`config.mk`:
```
export PLATFORM = sky130hd
export DESIGN_NAME = ifetch_queue_flat
export DESIGN_NICKNAME = d
export VERILOG_FILES = /design/src/rtl/ifetch_queue_if.sv /design/src/rtl/ifetch_queue.sv /design/src/flat_wrapper.sv
export SDC_FILE = /design/constraint.sdc
export NUM_CORES = 1
export LEC_CHECK = 0
export CAP_MARGIN = 20
export CORE_MARGIN = 1
export CORE_UTILIZATION = 56
export CTS_CLUSTER_DIAMETER = 40
export CTS_CLUSTER_SIZE = 20
export DETAILED_ROUTE_END_ITERATION = 12
export PLACE_DENSITY_LB_ADDON = 0.1
export SETUP_SLACK_MARGIN = 0.15
export SKIP_LAST_GASP = 1
export SLEW_MARGIN = 5
export SYNTH_ARGS = -nofsm -noshare
export SYNTH_HDL_FRONTEND = slang
export SYNTH_SLANG_ARGS = --single-unit
```
`constraint.sdc`:
```
create_clock -name clk -period 4.4 [get_ports clk]
set_clock_uncertainty 0.2 [all_clocks]
set_input_delay 0.88 -clock clk [delete_from_list [all_inputs] [get_ports clk]]
set_output_delay 0.88 -clock clk [all_outputs]
set_load 0.005 [all_outputs]
```
`src/rtl/ifetch_queue_if.sv`:
```
// Handshake bundle between the fetch queue, instruction memory and the IF/ID stage.
// The master modport is the queue side; the slave modport is the memory/decode side.
interface ifetch_queue_if;
  logic        redirect_valid;
  logic [31:0] redirect_pc;
  logic        mem_req;
  logic [31:0] mem_addr;
  logic        mem_ack;
  logic [31:0] mem_rdata;
  logic        out_valid;
  logic [31:0] out_pc_four;
  logic [31:0] out_instr;
  logic        out_ready;

  modport master (
    input  redirect_valid, redirect_pc, mem_ack, mem_rdata, out_ready,
    output mem_req, mem_addr, out_valid, out_pc_four, out_instr
  );

  modport slave (
    output redirect_valid, redirect_pc, mem_ack, mem_rdata, out_ready,
    input  mem_req, mem_addr, out_valid, out_pc_four, out_instr
  );
endinterface

```
`src/rtl/ifetch_queue.sv`:
```
// Instruction prefetch queue: one outstanding memory request, a DEPTH-entry FIFO of
// {pc+4, instr}, and flush/refetch on redirect with an abandoned request drained in DROP.
module ifetch_queue #(
  parameter int          DEPTH    = 4,
  parameter logic [31:0] RESET_PC = 32'h0000_3000
) (
  input  logic           clk,
  input  logic           rst,
  ifetch_queue_if.master bus
);
  localparam int PTR_W = $clog2(DEPTH);
  localparam int CNT_W = PTR_W + 1;
  localparam logic [CNT_W-1:0] FULL = CNT_W'(DEPTH);

  typedef enum logic [1:0] {IDLE, WAIT, DROP} state_t;

  state_t             state_q, state_d;
  logic [31:0]        fetch_pc_q, fetch_pc_d;
  logic [31:0]        drop_addr_q, drop_addr_d;
  logic [PTR_W-1:0]   rd_ptr_q, rd_ptr_d;
  logic [PTR_W-1:0]   wr_ptr_q, wr_ptr_d;
  logic [CNT_W-1:0]   count_q, count_d;
  logic [CNT_W-1:0]   post_cnt;
  logic [31:0]        pc_four_mem [DEPTH];
  logic [31:0]        instr_mem   [DEPTH];
  logic               valid, push, pop;

  assign valid = (count_q != '0);

  always_comb begin
    state_d     = state_q;
    fetch_pc_d  = fetch_pc_q;
    drop_addr_d = drop_addr_q;
    rd_ptr_d    = rd_ptr_q;
    wr_ptr_d    = wr_ptr_q;
    count_d     = count_q;
    push        = 1'b0;
    pop         = valid && bus.out_ready && !bus.redirect_valid;
    post_cnt    = count_q + CNT_W'(1) - CNT_W'(pop);

    unique case (state_q)
      IDLE: begin
        if (!bus.redirect_valid && (count_q < FULL)) state_d = WAIT;
      end
      WAIT: begin
        if (bus.redirect_valid) begin
          // The in-flight word belongs to the old path; drain it if it has not come back yet.
          state_d     = bus.mem_ack ? IDLE : DROP;
          drop_addr_d = fetch_pc_q;
        end else if (bus.mem_ack) begin
          push       = 1'b1;
          fetch_pc_d = fetch_pc_q + 32'd4;
          state_d    = (post_cnt < FULL) ? WAIT : IDLE;
        end
      end
      DROP: begin
        if (bus.mem_ack) state_d = IDLE;
      end
      default: state_d = IDLE;
    endcase

    if (bus.redirect_valid) begin
      fetch_pc_d = bus.redirect_pc;
      rd_ptr_d   = '0;
      wr_ptr_d   = '0;
      count_d    = '0;
    end else begin
      if (push) wr_ptr_d = wr_ptr_q + 1'b1;
      if (pop)  rd_ptr_d = rd_ptr_q + 1'b1;
      count_d = count_q + CNT_W'(push) - CNT_W'(pop);
    end
  end

  always_ff @(posedge clk) begin
    if (rst) begin
      state_q     <= IDLE;
      fetch_pc_q  <= RESET_PC;
      drop_addr_q <= '0;
      rd_ptr_q    <= '0;
      wr_ptr_q    <= '0;
      count_q     <= '0;
    end else begin
      state_q     <= state_d;
      fetch_pc_q  <= fetch_pc_d;
      drop_addr_q <= drop_addr_d;
      rd_ptr_q    <= rd_ptr_d;
      wr_ptr_q    <= wr_ptr_d;
      count_q     <= count_d;
    end
  end

  always_ff @(posedge clk) begin
    if (push && !rst) begin
      pc_four_mem[wr_ptr_q] <= fetch_pc_q + 32'd4;
      instr_mem[wr_ptr_q]   <= bus.mem_rdata;
    end
  end

  assign bus.mem_req     = (state_q != IDLE);
  assign bus.mem_addr    = (state_q == WAIT) ? fetch_pc_q :
                           (state_q == DROP) ? drop_addr_q : 32'd0;
  assign bus.out_valid   = valid;
  assign bus.out_pc_four = valid ? pc_four_mem[rd_ptr_q] : 32'd0;
  assign bus.out_instr   = valid ? instr_mem[rd_ptr_q]   : 32'd0;
endmodule

```
`src/flat_wrapper.sv`:
```
// flat-port wrapper written by rule: the top's interface ports become plain ports
module ifetch_queue_flat 
#(
  parameter int          DEPTH    = 4,
  parameter logic [31:0] RESET_PC = 32'h0000_3000
)
  (clk, rst, bus_redirect_valid, bus_redirect_pc, bus_mem_ack, bus_mem_rdata, bus_out_ready, bus_mem_req, bus_mem_addr, bus_out_valid, bus_out_pc_four, bus_out_instr);
  ifetch_queue_if bus_i ();
  input  logic clk;
  input  logic rst;
  input wire logic [$bits(bus_i.redirect_valid)-1:0] bus_redirect_valid;
  input wire logic [$bits(bus_i.redirect_pc)-1:0] bus_redirect_pc;
  input wire logic [$bits(bus_i.mem_ack)-1:0] bus_mem_ack;
  input wire logic [$bits(bus_i.mem_rdata)-1:0] bus_mem_rdata;
  input wire logic [$bits(bus_i.out_ready)-1:0] bus_out_ready;
  output wire logic [$bits(bus_i.mem_req)-1:0] bus_mem_req;
  output wire logic [$bits(bus_i.mem_addr)-1:0] bus_mem_addr;
  output wire logic [$bits(bus_i.out_valid)-1:0] bus_out_valid;
  output wire logic [$bits(bus_i.out_pc_four)-1:0] bus_out_pc_four;
  output wire logic [$bits(bus_i.out_instr)-1:0] bus_out_instr;
  assign bus_i.redirect_valid = bus_redirect_valid;
  assign bus_i.redirect_pc = bus_redirect_pc;
  assign bus_i.mem_ack = bus_mem_ack;
  assign bus_i.mem_rdata = bus_mem_rdata;
  assign bus_i.out_ready = bus_out_ready;
  assign bus_mem_req = bus_i.mem_req;
  assign bus_mem_addr = bus_i.mem_addr;
  assign bus_out_valid = bus_i.out_valid;
  assign bus_out_pc_four = bus_i.out_pc_four;
  assign bus_out_instr = bus_i.out_instr;
  ifetch_queue #(.DEPTH(DEPTH), .RESET_PC(RESET_PC)) u_core (.clk(clk), .rst(rst), .bus(bus_i));
endmodule
```
# ---- After elaboration in Yosys (flattened, before gate mapping)
# Memories as Yosys holds them, arrays and structs flattened. A register that Yosys moved wholly into a read port is not among the register bits.
# Index checks and enable logic that the tools add are counted.
dict set report classes {
  muxes 23
  n_reduce_logical 15
  n_lt_le_gt_ge 2
  eq_ne 5
  n_addsub 7
}
# op count
set op_table {}
lappend op_table {{2-to-1 mux 32 bit} 7}
lappend op_table {{adder 32 x 3 -> 32 bit (second input constant)} 1}
lappend op_table {{2-to-1 mux 2 bit} 9}
lappend op_table {{< comparator 3 bit (second input constant)} 2}
lappend op_table {{2-to-1 mux 1 bit} 6}
lappend op_table {{case mux 2 bit (3 select lines)} 1}
lappend op_table {{nonzero test 2 bit} 3}
lappend op_table {{subtractor 3 x 1 -> 3 bit} 2}
lappend op_table {{adder 2 x 1 -> 2 bit (second input constant)} 2}
lappend op_table {{logical AND 1 bit} 4}
lappend op_table {{AND reduction 2 bit} 2}
lappend op_table {{adder 3 x 1 -> 3 bit} 1}
lappend op_table {{adder 3 x 1 -> 3 bit (second input constant)} 1}
lappend op_table {{!= test 3 bit (second input constant)} 1}
lappend op_table {{AND reduction 3 bit} 1}
lappend op_table {{nonzero test 3 bit} 1}
lappend op_table {{== test 2 x 1 -> 1 bit (second input constant)} 1}
lappend op_table {{== test 2 bit (second input constant)} 1}
lappend op_table {{logical NOT 1 bit} 2}
lappend op_table {{logical NOT 2 bit} 1}
lappend op_table {{!= test 2 x 1 -> 1 bit (second input constant)} 1}
lappend op_table {{!= test 2 bit (second input constant)} 1}
lappend op_table {{OR reduction 2 bit} 1}
dict set report totals {
  n_memories 2
  ff_bits 73
  ramBits 256
  inputBits 69
  elab_cells 60
}
# name depth word_bits read_ports rd_ports_with_merged_regs write_ports line
set memory_table {}
lappend memory_table {u_core.instr_mem 4 32 1 1 1 ifetch_queue.sv:25} ;# logic [31:0] instr_mem [DEPTH];
lappend memory_table {u_core.pc_four_mem 4 32 1 1 1 ifetch_queue.sv:24} ;# logic [31:0] pc_four_mem [DEPTH];

# ---- Longest topological paths before layout
# Gate-level depths: netlist of the first run.
dict set report logic_depth {
  ltp_word 9
  depth_mapped 12
}

# ---- Worst setup path after synthesis of the first run
# Ideal clock, no wire load.
dict set report synth_path {
  path_type {input -> register}
  startpoint {input bus_mem_ack}
  endpoint {memory u_core.instr_mem[0][0] (enable)}
  slack_ns 0.585
  required_time_ns 3.771
  stages 4
  arrival_ns 3.186
  path_cell_list {and3b_1 > clkbuf_1 > clkbuf_1 > and3_1}
}
dict set report synth_between {
  elab_chain_len 6
}
# element line
set synth_lines {}
lappend synth_lines {{start, declared} flat_wrapper.sv:13} ;# input wire logic [$bits(bus_i.mem_ack)-1:0] bus_mem_ack;
lappend synth_lines {{2-to-1 mux 1 bit} ifetch_queue.sv:50} ;# end else if (bus.mem_ack) begin
lappend synth_lines {{2-to-1 mux 1 bit} ifetch_queue.sv:46} ;# if (bus.redirect_valid) begin
lappend synth_lines {{2-to-1 mux 1 bit} ifetch_queue.sv:41} ;# unique case (state_q)
lappend synth_lines {{logical AND 1 bit} ifetch_queue.sv:93} ;# if (push && !rst) begin
lappend synth_lines {{2-to-1 mux 1 bit} ifetch_queue.sv:93}
lappend synth_lines {{2-to-1 mux 1 bit (not written as such)} ifetch_queue.sv:95} ;# instr_mem[wr_ptr_q] <= bus.mem_rdata;
lappend synth_lines {{end, declared} ifetch_queue.sv:25}
# No other way between the ends.

==> results by group, run 1 <==
Cells and area
  • Area grow syn2layout: 24.0%
  • Layout cells sized above 1: 0.147
  • Non-filler cells, final: 1481
  • Filler cell count: 1655
  • Layout Nets: 1205
  • Diodes inserted: 0

Critical path
  • Reg2Reg Setup Slack: 1480 ps
  • Critical path class: flip-flop to output port
  • Worst R2R Start: u_core.fetch_pc_q[4]$_SDFFE_PP0P_
  • Kind of end point of the critical path: output port
  • Required time of the critical path: 3320 ps
  • Critical path arrival: 2720 ps
  • Worst-path fanout max: 25
  • Critical path startpoint category: flip-flop
  • Max stage delay on crit path: 710 ps
  • Crit-path cells: buf_4 -> mux4_2 -> and2_1 -> clkdlybuf4s50_1
  • Crit-path slowest cell: dfxtp_4

Timing
  • Final Hold Fails: 0
  • Fin. max-slew vios: 0
  • Min Tclk post-route: 3800 ps
  • Setup Viol. Count Final: 0
  • Fmax: 263 MHz
  • Final period util: 0.864
  • Least-Margin Pin Slew: 919 ps
  • RSZ-0062 raised after global routing: no
  • Setup TNS: 0 ps
  • Worst setup margin: 599 ps
  • Relative slew slack: 0.382

GRT
  • First-pass GRT wire length: 48.3 mm
  • Vias in the first global route: 8514
  • Gr usage total: 0.244
  • Initial antenna violation count: 0
  • Largest net degree at the start of global routing: 69
  • GRT overflow: 0

Detailed routing
  • Vias: 8663
  • Met1 wire length: 13.7 mm
  • Detail Route met2 WL: 14.6 mm
  • Final ANT Viol Nets: 0
  • Residual DRC count: 0
  • Final WL: 30.4 mm
  • Post-DR wirelength/cell: 20.5 µm
  • Top sig layer: met4
  • Via density: 5.85
  • DR WL met3: 1.62 mm
  • Initial DRT Pass Iterations: 5
  • Iteration-0 DRC Markers: 731

Power and ir drop
  • Int Pwr: 5480 µW
  • Clock power share: 0.459
  • Switch Pwr: 1490 µW
  • Maximum VDD drop: 0.272 mV
  • Leakage power: 0.00565 µW
  • Sequential power share: 0.497
  • Comb pwr share: 0.044
  • Pwr dens: 400 mW/mm²
  • Switch share: 0.214

Yosys
  • Commonest cells post-synth: edfxtp_1 (256), nand2_1 (92), dfxtp_1 (75)
  • Register area share after synthesis: 0.655
  • Count leader, synth: edfxtp_1
  • Synth warn: 0
  • Syn nets: 1056
  • Syn Area/Cell: 14.4 µm²
  • Synth area leader: edfxtp_1
  • Synth top area share: 0.548
  • Post-Syn Area: 0.0140 mm²
  • Post-synth cell types: 58
  • Flops & latches, synth: 331
  • Syn Inst Count: 978
  • Async SR Flop Fraction: 0
  • Ys flop type: edfxtp_1
  • Top area cells in the synthesized netlist: edfxtp_1 (55%), dfxtp_1 (11%), mux4_2 (10%)
  • Post-synth EDFFs: 256

Clock tree
  • Root buffer cell: clkbuf_16
  • Worst-path clk slew: 60 ps
  • Clock buffer depth: 3
  • Hold-fix buffers, CTS: 0
  • Worst-Skew Late Latency: 520 ps
  • CTS Buf Count: 38
  • Post-CTS Repair Setup Buffers: 0
  • CTS sink count: 331
  • CTS resizes: 0
  • Htree depth: 2
  • CTS tree: done

Floorplanning
  • Die ar.: 0.0257 mm²
  • Die width: 160 µm
  • Die height: 160 µm
  • Rows: 57
  • Core area: 0.0245 mm²
  • IO Count: 167
  • Initial Util: 0.574

Placed design
  • Placer Congestion: 0.816
  • Post-Place Cells: 1410
  • Pre-CTS setup slack: 1080 ps
  • Port Buffers: 166
  • Dpl hpwl: 19.8 mm

Worst hold path
  • HP Start: u_core.drop_addr_q[27]$_SDFFE_PP0P_
  • Min-Delay Path Class: flip-flop to flip-flop

Run status
  • Status: complete, no violations

Job
  • Max cap viols: 0
[routing by layer]
metal,track usage,vias to the layer above
li1,-,4018
met1,0.356,4295
met2,0.391,303
met3,0.0374,47
met4,0.0550,0
met5,0,-
[worst max-delay path: cells and delay by family (launching register included)]
family	cells	cell delay (ps)
simple gates	1	180
mux	1	550
buf+inv	2	750
flops	1	710
[per-stage QoR]
stage | hold WS, ps | cell area (µm²) | utilization | power (µW)
after floorplan | 236 | 14000 | - | 3660
after detailed placement | 248 | 16100 | 0.657 | 3830
after CTS | 254 | 17400 | 0.710 | 7010
after global placement | 241 | 16100 | 0.657 | 3830
after global routing | 271 | 17400 | 0.711 | 7170
final | 253 | 17400 | 0.711 | 6960
[power by group through the flow]
stage	logic [µW]	clock network (µW)	registers (µW)
after floorplan	178	0	3480
after global placement	303	0	3530
after detailed placement	306	0	3530
after CTS	309	3240	3460
after global routing	336	3370	3460
final	309	3190	3460
[cell usage in the layout (no fill, tap or decap), types with 11 or more instances in the layout]
cell and instances:
buf_4 20, a22o_1 32, xnor2_1 23, clkdlybuf4s50_1 165, edfxtp_1 256, clkbuf_16 42
xor2_1 17, nor2_1 40, nor3_1 21, nand2_1 92, mux4_2 64, dfxtp_1 73
nand3_1 19, a311oi_1 11, nand4_1 16, inv_1 11, and2_1 71, a21oi_1 38
[logic make-up (layout without fill, tap and decap cells)]
logic type,count (synthesis),in the layout,synth area share
muxes,66,66,0.104
and+or+nand+nor,310,310,0.115
adders and majority gates,9,9,0.00856
buffers and inverters,98,277,0.0284
DFF,331,331,0.655
AOI/OAI and AO/OA,124,124,0.0640
xor gates and xnor gates,40,40,0.0250
[sequential cells by signal, indices dropped and copies added (netlist names), named ones only]
signal              cells
u_core.drop_addr_q     32
u_core.instr_mem      128
u_core.fetch_pc_q      32
u_core.wr_ptr_q         2
u_core.state_q          2
u_core.rd_ptr_q         2
u_core.count_q          3
u_core.pc_four_mem    128
[path summary, 6_finish.rpt]
path | endpoint | cells past startpoint
worst max-delay path | bus_out_pc_four[16] | 4
worst min-delay path | u_core.drop_addr_q[27]$_SDFFE_PP0P_ | 2
worst max register to register | u_core.fetch_pc_q[27]$_SDFFE_PP0P_ | 4
worst min register to register | u_core.drop_addr_q[27]$_SDFFE_PP0P_ | 2
[final cells by class]
type / count / area, µm² / share of cell area
clock buffers: 49 / 1100 / 0.0631
clock inverters: 21 / 210 / 0.0121
inverters: 13 / 48.8 / 0.00280
multi-input cells: 549 / 4470 / 0.257
flip-flops and latches: 331 / 9200 / 0.529
well taps: 324 / 405 / 0.0233
repair buffers: 194 / 1970 / 0.113
No activity file was read; power rests on OpenSTA's default activity.
==> inputs of run 2 (changes only) <==
--- a/config.mk
+++ b/config.mk
@@ -8,7 +8,7 @@
 export CAP_MARGIN = 20
 export CORE_MARGIN = 1
 export CORE_UTILIZATION = 56
-export CTS_CLUSTER_DIAMETER = 40
+export CTS_CLUSTER_DIAMETER = 150
 export CTS_CLUSTER_SIZE = 20
 export DETAILED_ROUTE_END_ITERATION = 12
 export PLACE_DENSITY_LB_ADDON = 0.1
==> constraint.sdc (replaced) <==
create_clock -name clk -period 4.4 [get_ports clk]
set_clock_uncertainty 0.2 [all_clocks]
set_input_delay 0.66 -clock clk [delete_from_list [all_inputs] [get_ports clk]]
set_output_delay 0.66 -clock clk [all_outputs]
set_load 0.005 [all_outputs]
==> run 2 against run 1 <==
  * Setup slack better by 250 ps
  * Clock-buffer cell count down 14
  * Critical path depth did not move
  * Total power is 19% lower
  * Global-route usage is 0.92 points lower
  * Via count is 2.2% lower
  * Sequential power is essentially flat
  * Utilization fell by 3.2 points
  * Register-to-register slack barely moved
  * Critical path type unchanged
  * Critical endpoint is now bus_out_pc_four[1]
==> results by group, run 2 (synthesis gave the netlist of run 1 again) <==
Power and ir drop
  • Clock power share: 0.329
  • Maximum VDD drop: 0.246 mV
  • Int Pwr: 4460 µW
  • Leakage power: 0.00525 µW
  • Comb pwr share: 0.055
  • Switch Pwr: 1160 µW
  • Switch share: 0.206
  • Sequential power share: 0.616
  • Post-layout power: 5610 µW
  • Pwr dens: 338 mW/mm²

Critical path
  • Reg2Reg Setup Slack: 1480 ps
  • Kind of end point of the critical path: output port
  • FF-to-FF path depth: 4
  • Critical path class: flip-flop to output port
  • Critical path arrival: 2690 ps
  • Worst R2R Start: u_core.fetch_pc_q[5]$_SDFFE_PP0P_
  • Worst-path fanout max: 19
  • Critical R2R Capture: u_core.pc_four_mem[2][31]$_DFFE_PP_
  • CP endpoint: bus_out_pc_four[1]
  • Critical path startpoint category: flip-flop
  • Required time of the critical path: 3540 ps

Detailed routing
  • Final WL: 29.4 mm
  • Initial DRT Pass Iterations: 5
  • Final ANT Viol Nets: 0
  • Via density: 5.88
  • Post-DR wirelength/cell: 20.4 µm
  • Residual DRC count: 0
  • Iteration-0 DRC Markers: 613
  • Vias: 8470

Cells and area
  • Area grow syn2layout: 18.4%
  • Layout cells sized above 1: 0.110
  • Util after Layout: 0.679
  • Diodes inserted: 0
  • Most common library cell in the layout ignoring fill and taps: edfxtp_1
  • Commonest cells after routing, fill and taps aside: edfxtp_1 (256), clkdlybuf4s50_1 (165), nand2_1 (92)
  • Layout Nets: 1181
  • Top flop regs: u_core.instr_mem x128, u_core.pc_four_mem x128

Clock tree
  • Clock buffer depth: 3
  • Hold-fix buffers, CTS: 0
  • CTS sink count: 331
  • CTS Buf Count: 20
  • CTS tree: done
  • Htree depth: 1
  • CTS resizes: 0
  • Worst-path clk slew: 80 ps
  • Post-CTS Repair Setup Buffers: 0
  • Root buffer cell: clkbuf_16
  • Worst-Skew Late Latency: 510 ps

Floorplanning
  • Core area: 0.0245 mm²
  • Die ar.: 0.0257 mm²
  • IO Count: 167
  • Die width: 160 µm
  • Die height: 160 µm
  • Rows: 57
  • Initial Util: 0.574

GRT
  • Largest net degree at the start of global routing: 52
  • Vias in the first global route: 8387
  • Gr usage total: 0.234
  • First-pass GRT wire length: 46.9 mm
  • GRT overflow: 0
  • Initial antenna violation count: 0

Timing
  • RSZ-0062 raised after global routing: no
  • Final period util: 0.807
  • Final Hold Fails: 0
  • Fmax: 282 MHz
  • Setup TNS: 0 ps
  • Min Tclk post-route: 3550 ps
  • Least-Margin Pin Slew: 912 ps
  • Setup Viol. Count Final: 0
  • Fin. max-slew vios: 0
  • Relative slew slack: 0.387

Job
  • Max cap viols: 0

Run status
  • Status: complete, no violations

Placed design
  • Port Buffers: 166
  • Dpl hpwl: 19.0 mm
  • Placer Congestion: 0.845

Worst hold path
  • Min-Delay Path Class: flip-flop to flip-flop
## run 2: changes by cell type in the layout (fill, tap and decap cells not counted), sizes merged
| cell | previous run | this run |
|---|---|---|
| clkbuf | 49 | 35 |
| clkinv | 13 | 2 |
| buf | 29 | 23 |
| inv | 18 | 12 |
| bufinv | 2 | 0 |
| clkinvlp | 1 | 0 |
## run 2: final cells by class
type	count	area, µm²
tap	324	405
timing repair buffer	188	1900
multi-input combinational	549	4470
inverter	13	48.8
fill	1719	7840
clock inverter	1	11.3
clock buffer	35	578
sequential	331	9200
## run 2: power by group through the flow
| stage | Sequential [µW] | Combinational, µW | Clock [µW] |
|---|---|---|---|
| global placement | 3520 | 301 | 0 |
| CTS | 3450 | 307 | 1890 |
| detailed placement | 3530 | 305 | 0 |
| finish | 3460 | 308 | 1850 |
| global route | 3460 | 336 | 2000 |
| floorplan | 3480 | 178 | 0 |
## run 2: critical path: stages (launching register included)
cell	delay [ps]
dfxtp_4	610
buf_4	400
mux4_2	570
and2_1	170
clkdlybuf4s50_1	440
## run 2: per-layer routing
layer  vias to the layer above  part of all wire  global-route usage
met2                       296              0.48               0.384
met5                         -                 0                   0
met1                      4192              0.45               0.344
met4                         0             0.015              0.0485
met3                        35             0.053              0.0245
li1                       3947                 -                   -
## run 2: metrics by stage
step | worst slack (ps) | area [µm²] | cells | hold slack [ps]
6_report | 851 | 16600 | 1441 | 258
5_1_grt | 683 | 16600 | 1441 | 281
3_3_place_gp | 1310 | 16000 | 1404 | 241
2_1_floorplan | 805 | 14000 | 978 | 236
3_5_place_dp | 1300 | 16000 | 1404 | 250
4_1_cts | 755 | 16600 | 1440 | 258
## run 2: worst min path at each step
stage,start,cells after the start,to
global placement,u_core.drop_addr_q[0]$_SDFFE_PP0P_,2,u_core.drop_addr_q[0]$_SDFFE_PP0P_
CTS,u_core.drop_addr_q[8]$_SDFFE_PP0P_,2,u_core.drop_addr_q[8]$_SDFFE_PP0P_
detailed placement,u_core.drop_addr_q[8]$_SDFFE_PP0P_,2,u_core.drop_addr_q[8]$_SDFFE_PP0P_
floorplan,u_core.drop_addr_q[0]$_SDFFE_PP0P_,2,u_core.drop_addr_q[0]$_SDFFE_PP0P_
global route,u_core.drop_addr_q[8]$_SDFFE_PP0P_,2,u_core.drop_addr_q[8]$_SDFFE_PP0P_
finish,u_core.drop_addr_q[2]$_SDFFE_PP0P_,2,u_core.drop_addr_q[2]$_SDFFE_PP0P_
